## config.mk

```make
export PLATFORM = sky130hd
export DESIGN_NAME = cnt_sched
export DESIGN_NICKNAME = d
export VERILOG_FILES = /design/src/rtl/cnt_sched.sv
export SDC_FILE = /design/constraint.sdc
export NUM_CORES = 1
export LEC_CHECK = 0
export ABC_CLOCK_PERIOD_IN_PS = 4019
export CAP_MARGIN = 10
export CORE_AREA = 4 4 49 51
export DETAILED_ROUTE_END_ITERATION = 16
export DIE_AREA = 0 0 53 55
export PLACE_DENSITY = 0.78
export SYNTH_ARGS = -nofsm -noshare
export SYNTH_HDL_FRONTEND = slang
export SYNTH_SLANG_ARGS = --single-unit
```

## constraint.sdc

```tcl
create_clock -name clk -period 4.02 [get_ports clk]
set_clock_uncertainty 0.15 [all_clocks]
set_input_delay 0.804 -clock clk [delete_from_list [all_inputs] [get_ports clk]]
set_output_delay 0.804 -clock clk [all_outputs]
set_load 0.1 [all_outputs]
```

## src/rtl/cnt_sched.sv

```systemverilog
// =============================================================================
// Module      : cnt_sched
// Description : Round-robin scheduler that shares one gated up-counter between
//               NREQ requesters. Each granted cycle issues one increase pulse.
//               Controls the counter clock-gate enable (wake/hold) and stops
//               granting when the counter reaches a programmable limit.
//               Optional macro CNT_SCHED_STATS_EN adds a saturating
//               grant_total statistics output.
// Revision    : 1.0 - initial release
// =============================================================================
`default_nettype none

module cnt_sched #(
  parameter int NREQ  = 4,
  parameter int WIDTH = 8,
  parameter int HOLD  = 3
) (
  input  logic             clk,
  input  logic             rst,        // asynchronous, active low
  input  logic [NREQ-1:0]  req,
  output logic [NREQ-1:0]  gnt,
  output logic             increase,
  output logic             cg_en,
  input  logic [WIDTH-1:0] count_in,
  input  logic [WIDTH-1:0] limit,
  input  logic             clr,
  output logic             tc,
  output logic             busy
`ifdef CNT_SCHED_STATS_EN
  ,
  output logic [15:0]      grant_total
`endif
);

  localparam int         c_PW     = $clog2(NREQ);
  localparam logic [3:0] c_HOLD   = 4'(HOLD);
  localparam logic [c_PW-1:0] c_PTR_RST = c_PW'(NREQ - 1);

  typedef enum logic [1:0] {
    S_IDLE = 2'd0,
    S_WAKE = 2'd1,
    S_RUN  = 2'd2,
    S_HOLD = 2'd3
  } state_t;

  state_t            r_state;
  state_t            w_state_nxt;
  logic [3:0]        r_idle_cnt;
  logic [3:0]        w_idle_nxt;
  logic [c_PW-1:0]   r_rr_ptr;
  logic [c_PW-1:0]   w_gidx;
  logic              w_found;
  logic [NREQ-1:0]   w_gnt;
  logic              w_blocked;
  logic              w_go;
  logic              w_grant_ok;
  logic              r_tc;

  assign w_blocked  = (limit != '0) && (count_in == limit);
  assign w_go       = (|req) && !w_blocked;
  assign w_grant_ok = (r_state == S_RUN) && w_go;

  assign gnt      = w_gnt;
  assign increase = |w_gnt;
  assign busy     = (r_state != S_IDLE);
  assign cg_en    = (r_state != S_IDLE);
  assign tc       = r_tc;

  // Round-robin pick: first requesting index strictly after the last winner.
  always_comb begin
    int k;
    k       = 0;
    w_gnt   = '0;
    w_gidx  = r_rr_ptr;
    w_found = 1'b0;
    if (w_grant_ok) begin
      for (int i = 1; i <= NREQ; i++) begin
        k = (int'(r_rr_ptr) + i) % NREQ;
        if (!w_found && req[k]) begin
          w_found = 1'b1;
          w_gidx  = k[c_PW-1:0];
        end
      end
    end
    if (w_found) begin
      w_gnt[w_gidx] = 1'b1;
    end
  end

  // Next-state logic; the HOLD state lasts exactly HOLD cycles when idle.
  always_comb begin
    w_state_nxt = r_state;
    w_idle_nxt  = r_idle_cnt;
    case (r_state)
      S_IDLE: begin
        if (|req) begin
          w_state_nxt = S_WAKE;
        end
      end
      S_WAKE: begin
        w_state_nxt = S_RUN;
      end
      S_RUN: begin
        if (!w_grant_ok) begin
          if (c_HOLD == 4'd0) begin
            w_state_nxt = S_IDLE;
            w_idle_nxt  = 4'd0;
          end else begin
            w_state_nxt = S_HOLD;
            w_idle_nxt  = c_HOLD;
          end
        end
      end
      S_HOLD: begin
        if (w_go) begin
          w_state_nxt = S_RUN;
        end else if (r_idle_cnt <= 4'd1) begin
          w_state_nxt = S_IDLE;
          w_idle_nxt  = 4'd0;
        end else begin
          w_idle_nxt = r_idle_cnt - 4'd1;
        end
      end
      default: begin
        w_state_nxt = S_IDLE;
        w_idle_nxt  = 4'd0;
      end
    endcase
  end

  // State, hold counter and round-robin pointer registers.
  always_ff @(posedge clk or negedge rst) begin
    if (!rst) begin
      r_state    <= S_IDLE;
      r_idle_cnt <= 4'd0;
      r_rr_ptr   <= c_PTR_RST;
    end else begin
      r_state    <= w_state_nxt;
      r_idle_cnt <= w_idle_nxt;
      if (w_found) begin
        r_rr_ptr <= w_gidx;
      end
    end
  end

  // Sticky terminal-count flag; a blocked cycle takes priority over clr.
  always_ff @(posedge clk or negedge rst) begin
    if (!rst) begin
      r_tc <= 1'b0;
    end else if (w_blocked) begin
      r_tc <= 1'b1;
    end else if (clr) begin
      r_tc <= 1'b0;
    end
  end

`ifdef CNT_SCHED_STATS_EN
  logic [15:0] r_grant_total;
  assign grant_total = r_grant_total;

  // Saturating count of grant cycles; clr wins over a same-cycle grant.
  always_ff @(posedge clk or negedge rst) begin
    if (!rst) begin
      r_grant_total <= 16'd0;
    end else if (clr) begin
      r_grant_total <= 16'd0;
    end else if (increase && (r_grant_total != 16'hFFFF)) begin
      r_grant_total <= r_grant_total + 16'd1;
    end
  end
`endif

endmodule

`default_nettype wire
```

# Word level (Yosys, flattened, before mapping)
# Index checks and enable logic that the tools add are counted.
# Widths: inputs -> output; s select.
dict set report classes {
  magnitude_cmp 7
  reduce_logical 24
  bitwise 4
  n_addsub 5
  n_mux 39
  eq_ne 8
}
# op n
set op_table {}
lappend op_table {{$mux 1} 19}
lappend op_table {{$mux 2} 9}
lappend op_table {{$lt 3x4->1 const B} 4}
lappend op_table {{$mux 4} 4}
lappend op_table {{$bmux 1 s2} 4}
lappend op_table {{$eq 8x8->1} 1}
lappend op_table {{$pmux 2 s4} 1}
lappend op_table {{$pmux 4 s2} 1}
lappend op_table {{$reduce_bool 8->1} 1}
lappend op_table {{$reduce_or 2->1} 4}
lappend op_table {{$reduce_or 4->1} 2}
lappend op_table {{$logic_and 1x1->1} 7}
lappend op_table {{$ne 2x2->1 const B} 3}
lappend op_table {{$reduce_and 3->1} 2}
lappend op_table {{$reduce_bool 2->1} 3}
lappend op_table {{$add 2x1->2 const B} 2}
lappend op_table {{$add 2x2->2 const B} 2}
lappend op_table {{$and 1x1->1 const A} 4}
lappend op_table {{$eq 2x2->1 const B} 2}
lappend op_table {{$le 4x1->1 const B} 1}
lappend op_table {{$logic_not 1->1} 4}
lappend op_table {{$sub 4x1->4 const B} 1}
lappend op_table {{$lt 2x3->1 const B} 1}
lappend op_table {{$ne 3x3->1 const B} 1}
lappend op_table {{other kinds (4)} 4}
dict set report totals {
  register_bits 9
  word_cells 91
  out_inout_bits 8
}

# Depth between registers and ports, before layout
dict set report depth {
  ltp_word 26
  ltp_mapped 7
  depth_no_buf 7
}

# Worst setup path before layout
# OpenSTA, ideal clock, no wires.
dict set report synth_timing {
  path_kind {input -> output}
  from {input port req[0]}
  to {output port gnt[2]}
  stages 5
  t_arrival_ns 4.684
  slack_ns -1.618
  cell_sequence {buf_2 or4_4 nand3b_4 o31a_2 nor4b_1}
}
dict set report synth_between {
  elab_chain_len 22
  elab_cells_between_ends 40
}
# element line_no
set synth_lines {}
lappend synth_lines {{from (decl)} 20} ;# input logic [NREQ-1:0] req,
lappend synth_lines {{$bmux 1 s2} 79} ;# if (!w_found && req[k]) begin
lappend synth_lines {{$mux 1 (not written as such) (2 in a row)} 79}
lappend synth_lines {{$mux 1} 79}
lappend synth_lines {{$mux 1} 76} ;# if (w_grant_ok) begin
lappend synth_lines {{$logic_not 1->1} 79}
lappend synth_lines {{$logic_and 1x1->1} 79}
lappend synth_lines {{$mux 1} 79}
lappend synth_lines {{$mux 1} 76}
lappend synth_lines {{(+5 left out)} -}
lappend synth_lines {{$logic_and 1x1->1} 79}
lappend synth_lines {{$mux 2} 79}
lappend synth_lines {{$mux 2} 76}
lappend synth_lines {{$lt 2x3->1 (not written as such) or $ge 2x1->1 (tied branches)} 86} ;# w_gnt[w_gidx] = 1'b1;
lappend synth_lines {{$logic_and 1x1->1 (not written as such)} 86}
lappend synth_lines {{$mux 1 (not written as such)} 86}
lappend synth_lines {{$demux 1 s2} 86}
lappend synth_lines {{$mux 4 (*)} 85} ;# if (w_found) begin
lappend synth_lines {{to (decl)} 21} ;# output logic [NREQ-1:0] gnt,
# Mark *: on every way between the ends. The rest lies on a longest branch, timed or not. The select of a mux whose other input is x is not followed.

# Worst setup path after layout
dict set report layout_timing {
  from {input port req[2]}
  to {output port gnt[1]}
}
# The elaborated chain is that of the path after synthesis.

==> flow_summary.json <==
{
  "clockRootBuffer": "clkbuf_4",
  "whs_ps": 387,
  "holdPathEnd": "tc",
  "drt-vias-per-instance": 5.41,
  "cts_buffers": 3,
  "yosysSeqAreaShare_pct": 26.6,
  "cts_setup_buffers": 0,
  "io_pins": 31,
  "crit_buf_inv": 2,
  "crit_fanout": 8,
  "synthCells": 102,
  "r2r-start": "r_rr_ptr[0]",
  "cts_hold_buf": 0,
  "fin_crit_sh_pct": 92.3,
  "yosysTopAreaCellShare_pct": 20.4,
  "fmax_mhz": 270,
  "setup_tns_ps": 0,
  "synthDistinctLibCells": 43,
  "die_w_um": 53,
  "grt_antenna_before_repair": 0,
  "crit_slowest_cell": "or4_4",
  "n_fill_cell": 172,
  "cp.arrival_ps": 2760,
  "yosys.area.top_type": "dfrtp_1",
  "synth_xor_area_share_pct": 8.18,
  "area_growth_pct": 48.0,
  "synth_common_cells": "o21ai_0, nor2_1, xor2_1",
  "cts-htree-levels": 1,
  "timing.rr.end": "r_rr_ptr[1]",
  "hp-start": "tc",
  "post_cts_resize_count": 0,
  "start_kind": "input pin",
  "relSlewSlack_pct": 35.4,
  "vdd_drop_max_v": 0.000392,
  "synth_ff_type": "dfrtp_1",
  "final_util_pct": 65.3,
  "grt_pass1_vias": 852,
  "regArea_sq_um": 228,
  "regToRegSetupSlack_ps": 2260,
  "synth_compound_area_share_pct": 24.8,
  "yosys_warnings": 0,
  "clock_latency_ps": 260,
  "multi_input_area_sq_um": 598,
  "drive_gt1_share_pct": 18.8,
  "fp-row-count": 16,
  "grt_pass1_wl_mm": 3.75,
  "status": "completed",
  "endpoint_kind": "primary output",
  "cp.required_ps": 3070,
  "grt_usage_pct": 17.3,
  "syn_area_sq_um": 857,
  "syn-num-nets": 127,
  "dieArea_sq_mm": 0.00292,
  "hold_viol_final": 0,
  "synth_area_per_cell_sq_um": 8.40,
  "grt_start_max_net_pins": 13,
  "core_sq_mm": 0.00194,
  "hpwlAfterDp_mm": 1.85,
  "min_path_cells": 2,
  "path_delay_family": "simple AND/OR/NAND/NOR gates",
  "p_per_area_mw_per_mm2": 491,
  "min_path_type": "flop to flop",
  "wl_per_cell_um": 14.2,
  "synth_top_family_by_area": "simple AND/OR/NAND/NOR gates",
  "port_buffers": 30,
  "antenna_left": 0,
  "final-setup-viol-count": 0,
  "synth_area_leaders": "dfrtp_1, xor2_1, dfstp_2",
  "final_nets": 159,
  "synthSimpleGateAreaFrac_pct": 30.1,
  "slew_violations": 0,
  "clockBufferDepth": 2,
  "antenna_cells": 0,
  "drt_wl_total_mm": 2.28,
  "worstMarginPinSlew_ps": 966,
  "synth-seq-cells": 9,
  "async_reset_ff_share_pct": 100,
  "cpPeakStageDelay_ps": 600,
  "fp.dieH_um": 55,
  "synth.most_common_cell": "o21ai_0",
  "via_count": 865,
  "drt_iter0_drc": 8,
  "drc": 0,
  "path_cells": "clkdlybuf4s50_1 -> or4_4 -> nand3b_4 -> o31a_2 -> o21a_1 -> nor2b_2 -> buf_12",
  "tritoncts": "done",
  "initial_core_util_pct": 44.1,
  "cap_violations": 0,
  "rsz0062_at_grt": "false",
  "synthMuxAreaShare_pct": 1.75,
  "first_pass_iters": 4,
  "fin_crit_ps": 3710,
  "leakage_uw": 0.000523,
  "synth-adder-area-share_pct": 2.92,
  "place_congestion": 0.780,
  "synth_edf_count": 0,
  "grt-ovfl-total": 0,
  "clock_sinks": 9,
  "path_clk_slew_ps": 60,
  "crit_type": "input pin to primary output",
  "r2r_cells": 5
}
[cell families (layout without fill, tap and decap cells)]
group,after synthesis,in the layout
DFF,9,9
adders and majority gates,2,2
buffers and inverters,11,42
xor gates and xnor gates,8,8
and+or+nand+nor,39,39
muxes,1,1
AOI/OAI and AO/OA,32,32
[layout make-up]
cell class / instances / area share (%)
Inverter: 8 / 2.56
Clock buffer: 4 / 2.07
Sequential cell: 9 / 17.9
Tap cell: 27 / 2.66
Multi-Input combinational cell: 82 / 47.1
Timing Repair Buffer: 30 / 27.6
[power by group]
group | leakage [uW] | internal [uW] | total, uW | switching, uW
clock network | 0.0000150 | 38.2 | 68.9 | 30.7
registers | 0.000104 | 113 | 144 | 31.0
logic | 0.000404 | 163 | 410 | 247
[routing by layer]
layer  vias up  wire length, um  track usage [%]
met3         0              250             6.97
met4         0                0             1.28
met5         -                0                0
met1       401              900             19.6
met2        33             1130             32.0
li1        431                -                -
[worst max path at each step]
stage                         from     end  slack [ps]  cells past startpoint
final                       req[2]  gnt[1]         310                      7
after global routing      limit[1]  gnt[1]         210                      9
after CTS                 limit[1]  gnt[3]         300                      9
after detailed placement  limit[1]  gnt[3]         300                      9
after global placement      req[2]  gnt[1]         380                      7
after floorplan           limit[4]  gnt[0]         380                      5
[metrics by stage]
step / total power [uW] / area, sq um / std cells / setup slack, ps
CTS: 626 / 1270 / 160 / 304
finish: 623 / 1270 / 160 / 310
floorplan: 410 / 875 / 102 / 383
global route: 656 / 1270 / 160 / 213
detailed placement: 555 / 1240 / 156 / 304
global placement: 548 / 1240 / 156 / 380
[flip-flops by register name, indices dropped and copies added, names as in the netlist]
| signal | cells |
|---|---|
| r_idle_cnt | 4 |
| r_state | 2 |
| r_rr_ptr | 2 |
| tc | 1 |
[cell usage in the layout, fill, tap and decap left out, drive strengths merged, types with 2 or more instances in the layout]
cell	count
and3	2
nand2	3
xor2	8
nor3	5
clkdlybuf4s50	25
or3	2
clkbuf	4
ha	2
nor2b	3
o21ai	12
a21oi	7
buf	5
nor4	3
and2	2
o21a	2
nand3	2
inv	8
dfstp	2
or2b	2
nor2	9
dfrtp	7
[tightest hold or removal path: cells and delay by family, from the launching register on]
| family | cells | cell delay [ps] |
|---|---|---|
| AOI/OAI and AO/OA | 1 | 60 |
| buffers and inverters | 1 | 50 |
| DFF | 1 | 380 |
(Power assumes the default switching activity.)
